<file path="src/rtl/csa_accum_pkg.sv">
// Shared types and helpers for the carry-save accumulator controller.
// Holds the FSM state encoding and the resolve-chunk count helper.
package csa_accum_pkg;

  typedef enum logic [1:0] {
    ACCUM   = 2'd0,
    RESOLVE = 2'd1,
    DONE    = 2'd2
  } state_t;

  function automatic int num_chunks(input int acc_w, input int chunk_w);
    return acc_w / chunk_w;
  endfunction

endpackage

</file>
<file path="src/rtl/csa_bitlen.sv">
// One row of full adders: compresses three BITLEN-bit words into sum and carry.
// Carry bit i has weight 2^(i+1); the caller is responsible for the shift.
module csa_bitlen #(
  parameter int BITLEN = 40
) (
  output logic [BITLEN-1:0] C,
  output logic [BITLEN-1:0] S,
  input  logic [BITLEN-1:0] X,
  input  logic [BITLEN-1:0] Y,
  input  logic [BITLEN-1:0] Z
);

  for (genvar gi = 0; gi < BITLEN; gi++) begin : g_fa
    assign S[gi] = X[gi] ^ Y[gi] ^ Z[gi];
    assign C[gi] = (X[gi] & Y[gi]) | (X[gi] & Z[gi]) | (Y[gi] & Z[gi]);
  end

endmodule

</file>
<file path="src/rtl/csa_accum_ctrl.sv">
// Packet accumulator: folds operands into a carry-save pair one per cycle, then
// resolves the pair with a CHUNK_W-bit ripple adder over ACC_W/CHUNK_W cycles.
module csa_accum_ctrl
  import csa_accum_pkg::*;
#(
  parameter int DATA_W  = 32,
  parameter int ACC_W   = 40,
  parameter int CHUNK_W = 8,
  parameter int CNT_W   = 16
) (
  input  logic              clk,
  input  logic              rst_n,
  input  logic              in_valid,
  output logic              in_ready,
  input  logic [DATA_W-1:0] in_data,
  input  logic              in_last,
  output logic              out_valid,
  input  logic              out_ready,
  output logic [ACC_W-1:0]  out_data,
  output logic [CNT_W-1:0]  out_count
);

  localparam int N_CHUNKS = num_chunks(ACC_W, CHUNK_W);
  localparam int IDX_W    = (N_CHUNKS > 1) ? $clog2(N_CHUNKS) : 1;
  localparam logic [IDX_W-1:0] LAST_IDX = IDX_W'(N_CHUNKS - 1);

  if (ACC_W % CHUNK_W != 0) begin : g_chunk_check
    $error("csa_accum_ctrl: ACC_W must be a multiple of CHUNK_W");
  end

  state_t             state_reg, state_next;
  logic [ACC_W-1:0]   s_reg, s_next;
  logic [ACC_W-1:0]   c_reg, c_next;
  logic [ACC_W-1:0]   res_reg, res_next;
  logic [CNT_W-1:0]   cnt_reg, cnt_next;
  logic [IDX_W-1:0]   idx_reg, idx_next;
  logic               cin_reg, cin_next;

  logic [ACC_W-1:0]   z_ext;
  logic [ACC_W-1:0]   row_sum;
  logic [ACC_W-1:0]   row_carry;
  logic [CHUNK_W-1:0] s_chunk;
  logic [CHUNK_W-1:0] c_chunk;
  logic [CHUNK_W:0]   chunk_sum;

  assign z_ext = ACC_W'(in_data);

  csa_bitlen #(.BITLEN(ACC_W)) u_row (
    .C (row_carry),
    .S (row_sum),
    .X (s_reg),
    .Y (c_reg),
    .Z (z_ext)
  );

  assign s_chunk   = s_reg[int'(idx_reg) * CHUNK_W +: CHUNK_W];
  assign c_chunk   = c_reg[int'(idx_reg) * CHUNK_W +: CHUNK_W];
  assign chunk_sum = {1'b0, s_chunk} + {1'b0, c_chunk} + (CHUNK_W + 1)'(cin_reg);

  always_comb begin
    state_next = state_reg;
    s_next     = s_reg;
    c_next     = c_reg;
    res_next   = res_reg;
    cnt_next   = cnt_reg;
    idx_next   = idx_reg;
    cin_next   = cin_reg;
    case (state_reg)
      ACCUM: begin
        if (in_valid) begin
          s_next = row_sum;
          // Shifting drops the top carry, which is exactly the mod 2^ACC_W wrap.
          c_next = row_carry << 1;
          if (cnt_reg != '1) cnt_next = cnt_reg + 1'b1;
          if (in_last) begin
            state_next = RESOLVE;
            idx_next   = '0;
            cin_next   = 1'b0;
          end
        end
      end
      RESOLVE: begin
        res_next[int'(idx_reg) * CHUNK_W +: CHUNK_W] = chunk_sum[CHUNK_W-1:0];
        cin_next = chunk_sum[CHUNK_W];
        idx_next = idx_reg + 1'b1;
        if (idx_reg == LAST_IDX) begin
          state_next = DONE;
          idx_next   = '0;
        end
      end
      DONE: begin
        if (out_ready) begin
          s_next     = '0;
          c_next     = '0;
          cnt_next   = '0;
          state_next = ACCUM;
        end
      end
      default: state_next = ACCUM;
    endcase
  end

  always_ff @(posedge clk) begin
    if (!rst_n) begin
      state_reg <= ACCUM;
      s_reg     <= '0;
      c_reg     <= '0;
      res_reg   <= '0;
      cnt_reg   <= '0;
      idx_reg   <= '0;
      cin_reg   <= 1'b0;
    end else begin
      state_reg <= state_next;
      s_reg     <= s_next;
      c_reg     <= c_next;
      res_reg   <= res_next;
      cnt_reg   <= cnt_next;
      idx_reg   <= idx_next;
      cin_reg   <= cin_next;
    end
  end

  assign in_ready  = (state_reg == ACCUM);
  assign out_valid = (state_reg == DONE);
  assign out_data  = res_reg;
  assign out_count = cnt_reg;

endmodule

</file>
<file path="config.mk">
export PLATFORM = sky130hd
export DESIGN_NAME = csa_accum_ctrl
export DESIGN_NICKNAME = d
export VERILOG_FILES = /design/src/rtl/csa_accum_pkg.sv /design/src/rtl/csa_bitlen.sv /design/src/rtl/csa_accum_ctrl.sv
export SDC_FILE = /design/constraint.sdc
export NUM_CORES = 1
export LEC_CHECK = 0
export ABC_CLOCK_PERIOD_IN_PS = 8700
export CAP_MARGIN = 20
export CORE_MARGIN = 2
export CORE_UTILIZATION = 60
export CTS_CLUSTER_SIZE = 25
export DETAILED_ROUTE_END_ITERATION = 10
export PLACE_DENSITY = 0.94
export SYNTH_ARGS = -nofsm -noshare
export SYNTH_HDL_FRONTEND = slang
export SYNTH_HIERARCHICAL = 1
export SYNTH_SLANG_ARGS = --single-unit
export TNS_END_PERCENT = 100
</file>
<file path="constraint.sdc">
create_clock -name clk -period 8.7 [get_ports clk]
set_input_delay 0.87 -clock clk [delete_from_list [all_inputs] [get_ports clk]]
set_output_delay 0.87 -clock clk [all_outputs]
set_load 0.02 [all_outputs]
</file>
# [After elaboration in Yosys (flattened, before gate mapping)]
# Cells that the tools add are included.
[word_totals] register_bits=142 out_inout_bits=58 elab_cells=293
[classes] add_sub_neg=5 eq_ne=9 shifts=4 n_mux=22 bitwise_logic=239 n_reduce_logical=7
[op_table] cell="40-bit one-hot mux with 2 select lines" n=2
[op_table] cell="40-bit two-way mux" n=3
[op_table] cell="1-bit bitwise AND" n=103
[op_table] cell="40-bit by 7-bit variable part select with 8-bit output" n=2
[op_table] cell="1-bit bitwise XOR" n=72
[op_table] cell="1-bit OR" n=64
[op_table] cell="16-bit two-way mux" n=3
[op_table] cell="40-bit bitwise mux" n=1
[op_table] cell="8-bit by 33-bit variable shift with 40-bit output (first input constant)" n=1
[op_table] cell="8-bit by 33-bit variable part select with 40-bit output" n=1
[op_table] cell="6-bit negator with 33-bit output" n=1
[op_table] cell="16-bit one-hot mux with 2 select lines" n=1
[op_table] cell="16-bit by 1-bit adder with 16-bit output (second input constant)" n=1
[op_table] cell="16-bit != test (second input constant)" n=1
[op_table] cell="8-bit by 8-bit adder with 9-bit output" n=1
[op_table] cell="9-bit by 1-bit adder with 9-bit output" n=1
[op_table] cell="3-bit two-way mux" n=3
[op_table] cell="2-bit two-way mux" n=4
[op_table] cell="4-bit AND reduction" n=2
[op_table] cell="2-bit by 1-bit != test with 1-bit output (second input constant)" n=3
[op_table] cell="2-bit one-hot mux with 3 select lines" n=1
[op_table] cell="3-bit one-hot mux with 2 select lines" n=1
[op_table] cell="3-bit AND reduction" n=2
[op_table] cell="2-bit != test (second input constant)" n=2
[op_table] cell="8 further kinds" n=10

# [Longest topological paths before layout]
[depth] ltp_word=5 mapped_depth=14 depth_no_buf=12

# [By module]
# The synthesis kept the hierarchy.
[by_module_without_submodules] mod="csa_accum_ctrl" instances=1 cells_per_inst=658 area_each_um2=6416.2
[by_module_without_submodules] mod="csa_bitlen" instances=1 cells_per_inst=40 area_each_um2=800.8

# [Worst setup path after synthesis]
# No wires, ideal clock.
[synth_path] path_kind="reg-to-reg" from="reg idx_reg[1]" to="reg res_reg[14] (netlist: out_data[14])" setup_time_ns=0.139 arrival_time_ns=3.328 t_required_ns=8.561 path_slack_ns=5.232 stages_incl_launch_ff=13 n_path_buf=2 period_less_slack_ns=3.468 path_cell_list="dfxtp_1 -> buf_1 -> buf_1 -> mux4_2 -> a22o_1 -> fa_1 -> inv_1 -> fa_1 -> nor2b_1 -> o31a_1 -> or4_1 -> o311ai_1 -> o21ai_0"
[synth_between] elab_chain_len=5 word_cells_on_any_way=8 cone_classes="add/sub (3); shift (4); mux (1)"
[synth_rtl] element="from (decl)" line_no="csa_accum_ctrl.sv:36" rtl="logic [IDX_W-1:0] idx_reg, idx_next;"
[synth_rtl] element="from (signal assigned)" line_no="csa_accum_ctrl.sv:118" rtl="idx_reg <= idx_next;"
[synth_rtl] element="40-bit by 7-bit variable part select with 8-bit output, on equally long branches" line_no="csa_accum_ctrl.sv:56, csa_accum_ctrl.sv:57"
[synth_rtl] element="8-bit by 8-bit adder with 9-bit output" line_no="csa_accum_ctrl.sv:58" rtl="assign chunk_sum = {1'b0, s_chunk} + {1'b0, c_chunk} + (CHUNK_W + 1)'(cin_reg);"
[synth_rtl] element="9-bit by 1-bit adder with 9-bit output" line_no="csa_accum_ctrl.sv:58"
[synth_rtl] element="8-bit by 33-bit variable part select with 40-bit output" line_no="csa_accum_ctrl.sv:83" rtl="res_next[int'(idx_reg) * CHUNK_W +: CHUNK_W] = chunk_sum[CHUNK_W-1:0];"
[synth_rtl] element="40-bit bitwise mux (*)" line_no="csa_accum_ctrl.sv:83"
[synth_rtl] element="to (signal assigned)" line_no="csa_accum_ctrl.sv:116" rtl="res_reg <= res_next;"
[synth_rtl] element="to (decl)" line_no="csa_accum_ctrl.sv:34" rtl="logic [ACC_W-1:0] res_reg, res_next;"
# Mark *: on every way between the ends. The rest lies on a longest branch, timed or not.
# A chain may end at the register's enable or synchronous reset.

# [Worst setup path after layout]
[layout_path] from="reg idx_reg[0]" to="reg res_reg[22] (netlist: out_data[22])"
# The elaborated chain is that of the path after synthesis.

==> results.ini <==
[clock_network]
post_cts_resized=0
cts_max_level=4
insertion_delay_ps=420
clk_pin_slew_ps=60
post_cts_buffers=0
cts_tree=built
cts_buffers=17
clkSinkCount=141
hold_buffers=0
clockRootBuffer=clkbuf_16
cts_max_path_buffers=2

[synthesis]
synth_top_area_share=0.391
yosysUniqueCellTypes=62
synth.yosys.warnings=6
synth-async-reset-ratio=0
syn_inst=698
synthTopCellsByArea=dfxtp_1, fa_1, a22oi_1
synth_most_common_cell=dfxtp_1
synthAdderAreaFrac=0.143
synth-simple-area-share=0.180
synth_area_sq_um=7220
synth_edf_count=0
synth-compound-area-share=0.173
synth.area.mux_share=0.0605
yosysSeqAreaShare=0.391
synth_xor_area_frac=0.0194
syn-mean-instance-area_sq_um=10.3
synth_top_family_by_area=simple AND/OR/NAND/NOR gates
synth_largest_area_cell=dfxtp_1
synth_ff_type=dfxtp_1
synth_commonest_cells=dfxtp_1, nor2b_1, a22oi_1
ys_ff_latch=141

[detailed_routing]
ant_nets=0
dr.pass1.iters=5
vias=5859
route.detailed.drc=0
viasPerCell=6.24
drt-total-wl_um=18000
wire_per_inst_um=19.1
first_iter_violations=723

[worst_setup_path]
crit_chain=buf_4 -> mux4_2 -> a22o_1 -> fa_1 -> inv_1 -> fa_1 -> nor2b_1 -> o31a_1 -> or4_1 -> o311ai_1 -> o21ai_0
cpMostUsedCell=fa_1
arrival_ps=4090
crit_path_end_kind=flip-flop
cp-start-kind=flip-flop
critPathSlowestCell=dfxtp_1
cp_slowest_stage_delay_ps=590
crit_required_ps=8980
path_class=flip-flop to flip-flop
rrSetupSlack_ps=4890
critPathMaxFanout=20

[global_routing]
grt_pass1_wl_um=29500
antenna_found_initial=0
track_usage=0.290
grt_pass1_vias=5906
overflow=0
grt_max_degree=104

[timing]
setup_violations=0
setup_tns_ps=0
fin_skew_ps=6.10
fin_crit_sh=0.438
max_freq_mhz=262
period_minus_slack_ps=3810
setup_slack_ps=4890
drv_slew=0
maxSlewHeadroom=0.398
worst_pin_slew_ps=895
grt_setup_unrepaired=false
hold_violations=0

[floorplanning]
die_h_um=114
initial_utilization=0.608
row_count=40
ioPinCount=95
die_area_sq_um=12900
die_w_um=114
core_area_sq_um=11900

[worst_hold_path]
min_path_type=flip-flop to flip-flop

[finish]
area_delta_synth_final_pct=23.1
num_antenna_cells=0
nets=875
drive_gt1_frac=0.0808
fill_cells=730

[place]
portBuffers=94
place_hpwl_um=12100
dp_slack_ps=4930
place_congestion=0.894

[status]
status=finished, final reports clean

[power_and_ir_drop]
leakagePower_nw=3.22
finalPower_w=0.00170
p_per_area_nw_per_um2=192
max-vdd-ir-drop_mv=0.119

[flow_run]
max-cap-violations=0

-- worst paths after layout --
| check | cells past startpoint | end | startpoint |
|---|---|---|---|
| hold / removal | 2 | out_data[13]$_SDFFE_PN0P_ | out_data[13]$_SDFFE_PN0P_ |
| hold reg to reg | 2 | out_data[13]$_SDFFE_PN0P_ | out_data[13]$_SDFFE_PN0P_ |
| setup reg to reg | 11 | out_data[22]$_SDFFE_PN0P_ | idx_reg[0]$_SDFFE_PN0P_ |
| setup / recovery | 11 | out_data[22]$_SDFFE_PN0P_ | idx_reg[0]$_SDFFE_PN0P_ |
-- cell usage in the layout (no fill, tap or decap), drive strengths merged, types with 3 or more instances in the layout --
cell / n
mux4: 13
fa: 42
a21boi: 7
o21ai: 16
inv: 13
nand4: 7
nand2b: 3
a21oi: 10
mux2i: 11
nor3: 9
and3: 4
or2: 4
bufinv: 5
o22ai: 7
o21a: 4
clkbuf: 20
nor2: 29
and2: 3
or3: 4
mux2: 3
dfxtp: 141
a211oi: 3
conb: 9
o211ai: 3
xor2: 10
a22oi: 87
xnor2: 6
nor2b: 100
clkdlybuf4s50: 93
buf: 7
nand3: 17
ha: 15
a22o: 13
nand2: 35
nor4: 7
a31oi: 3
-- logic make-up (layout without fill, tap and decap cells) --
family	count (synthesis)	after routing
and+or+nand+nor	229	229
AOI/OAI and AO/OA	171	171
DFF	141	141
adders and majority gates	57	57
buffers and inverters	56	142
muxes	27	27
xor gates and xnor gates	16	16
other	1	9
-- metrics by stage --
step           hold WS [ps]  utilization  std cells  cell area (sq um)
2_1_floorplan           504            -        706               7250
3_3_place_gp            445        0.693        908               8210
3_5_place_dp            462        0.693        908               8210
4_1_cts                 472        0.747        938               8860
5_1_grt                 488        0.749        939               8890
6_report                466        0.749        939               8890
-- report_power, final --
group	switching [W]	leakage (nW)	internal [W]	total (W)
clock network	0.000272	0.309	0.000521	0.000793
registers	0.0000322	1.14	0.000671	0.000703
logic	0.000110	1.77	0.0000971	0.000207
-- metal layers --
| metal | routed length [um] | vias up | global-route usage |
|---|---|---|---|
| met5 | 0 | - | 0 |
| met4 | 626 | 0 | 0.137 |
| met3 | 1100 | 55 | 0.0685 |
| met2 | 8970 | 257 | 0.485 |
| met1 | 7280 | 2875 | 0.356 |
| li1 | - | 2672 | - |
-- worst max-delay path: cells and delay by family, from the launching register on --
family	cells	cell delay [ps]
AOI/OAI and AO/OA	4	880
adders and majority gates	2	660
DFF	1	590
muxes	1	540
buffers and inverters	2	520
and+or+nand+nor	2	470
-- final cells by class --
| cell class | count | area, sq um | area share |
|---|---|---|---|
| clock buffers | 20 | 457 | 0.0514 |
| clock inverters | 10 | 188 | 0.0211 |
| inverters | 12 | 45.0 | 0.00507 |
| multi-input cells | 509 | 4190 | 0.471 |
| flip-flops and latches | 141 | 2820 | 0.318 |
| well taps | 147 | 184 | 0.0207 |
| repair buffers | 100 | 1000 | 0.113 |
(Power assumes the default switching activity.)
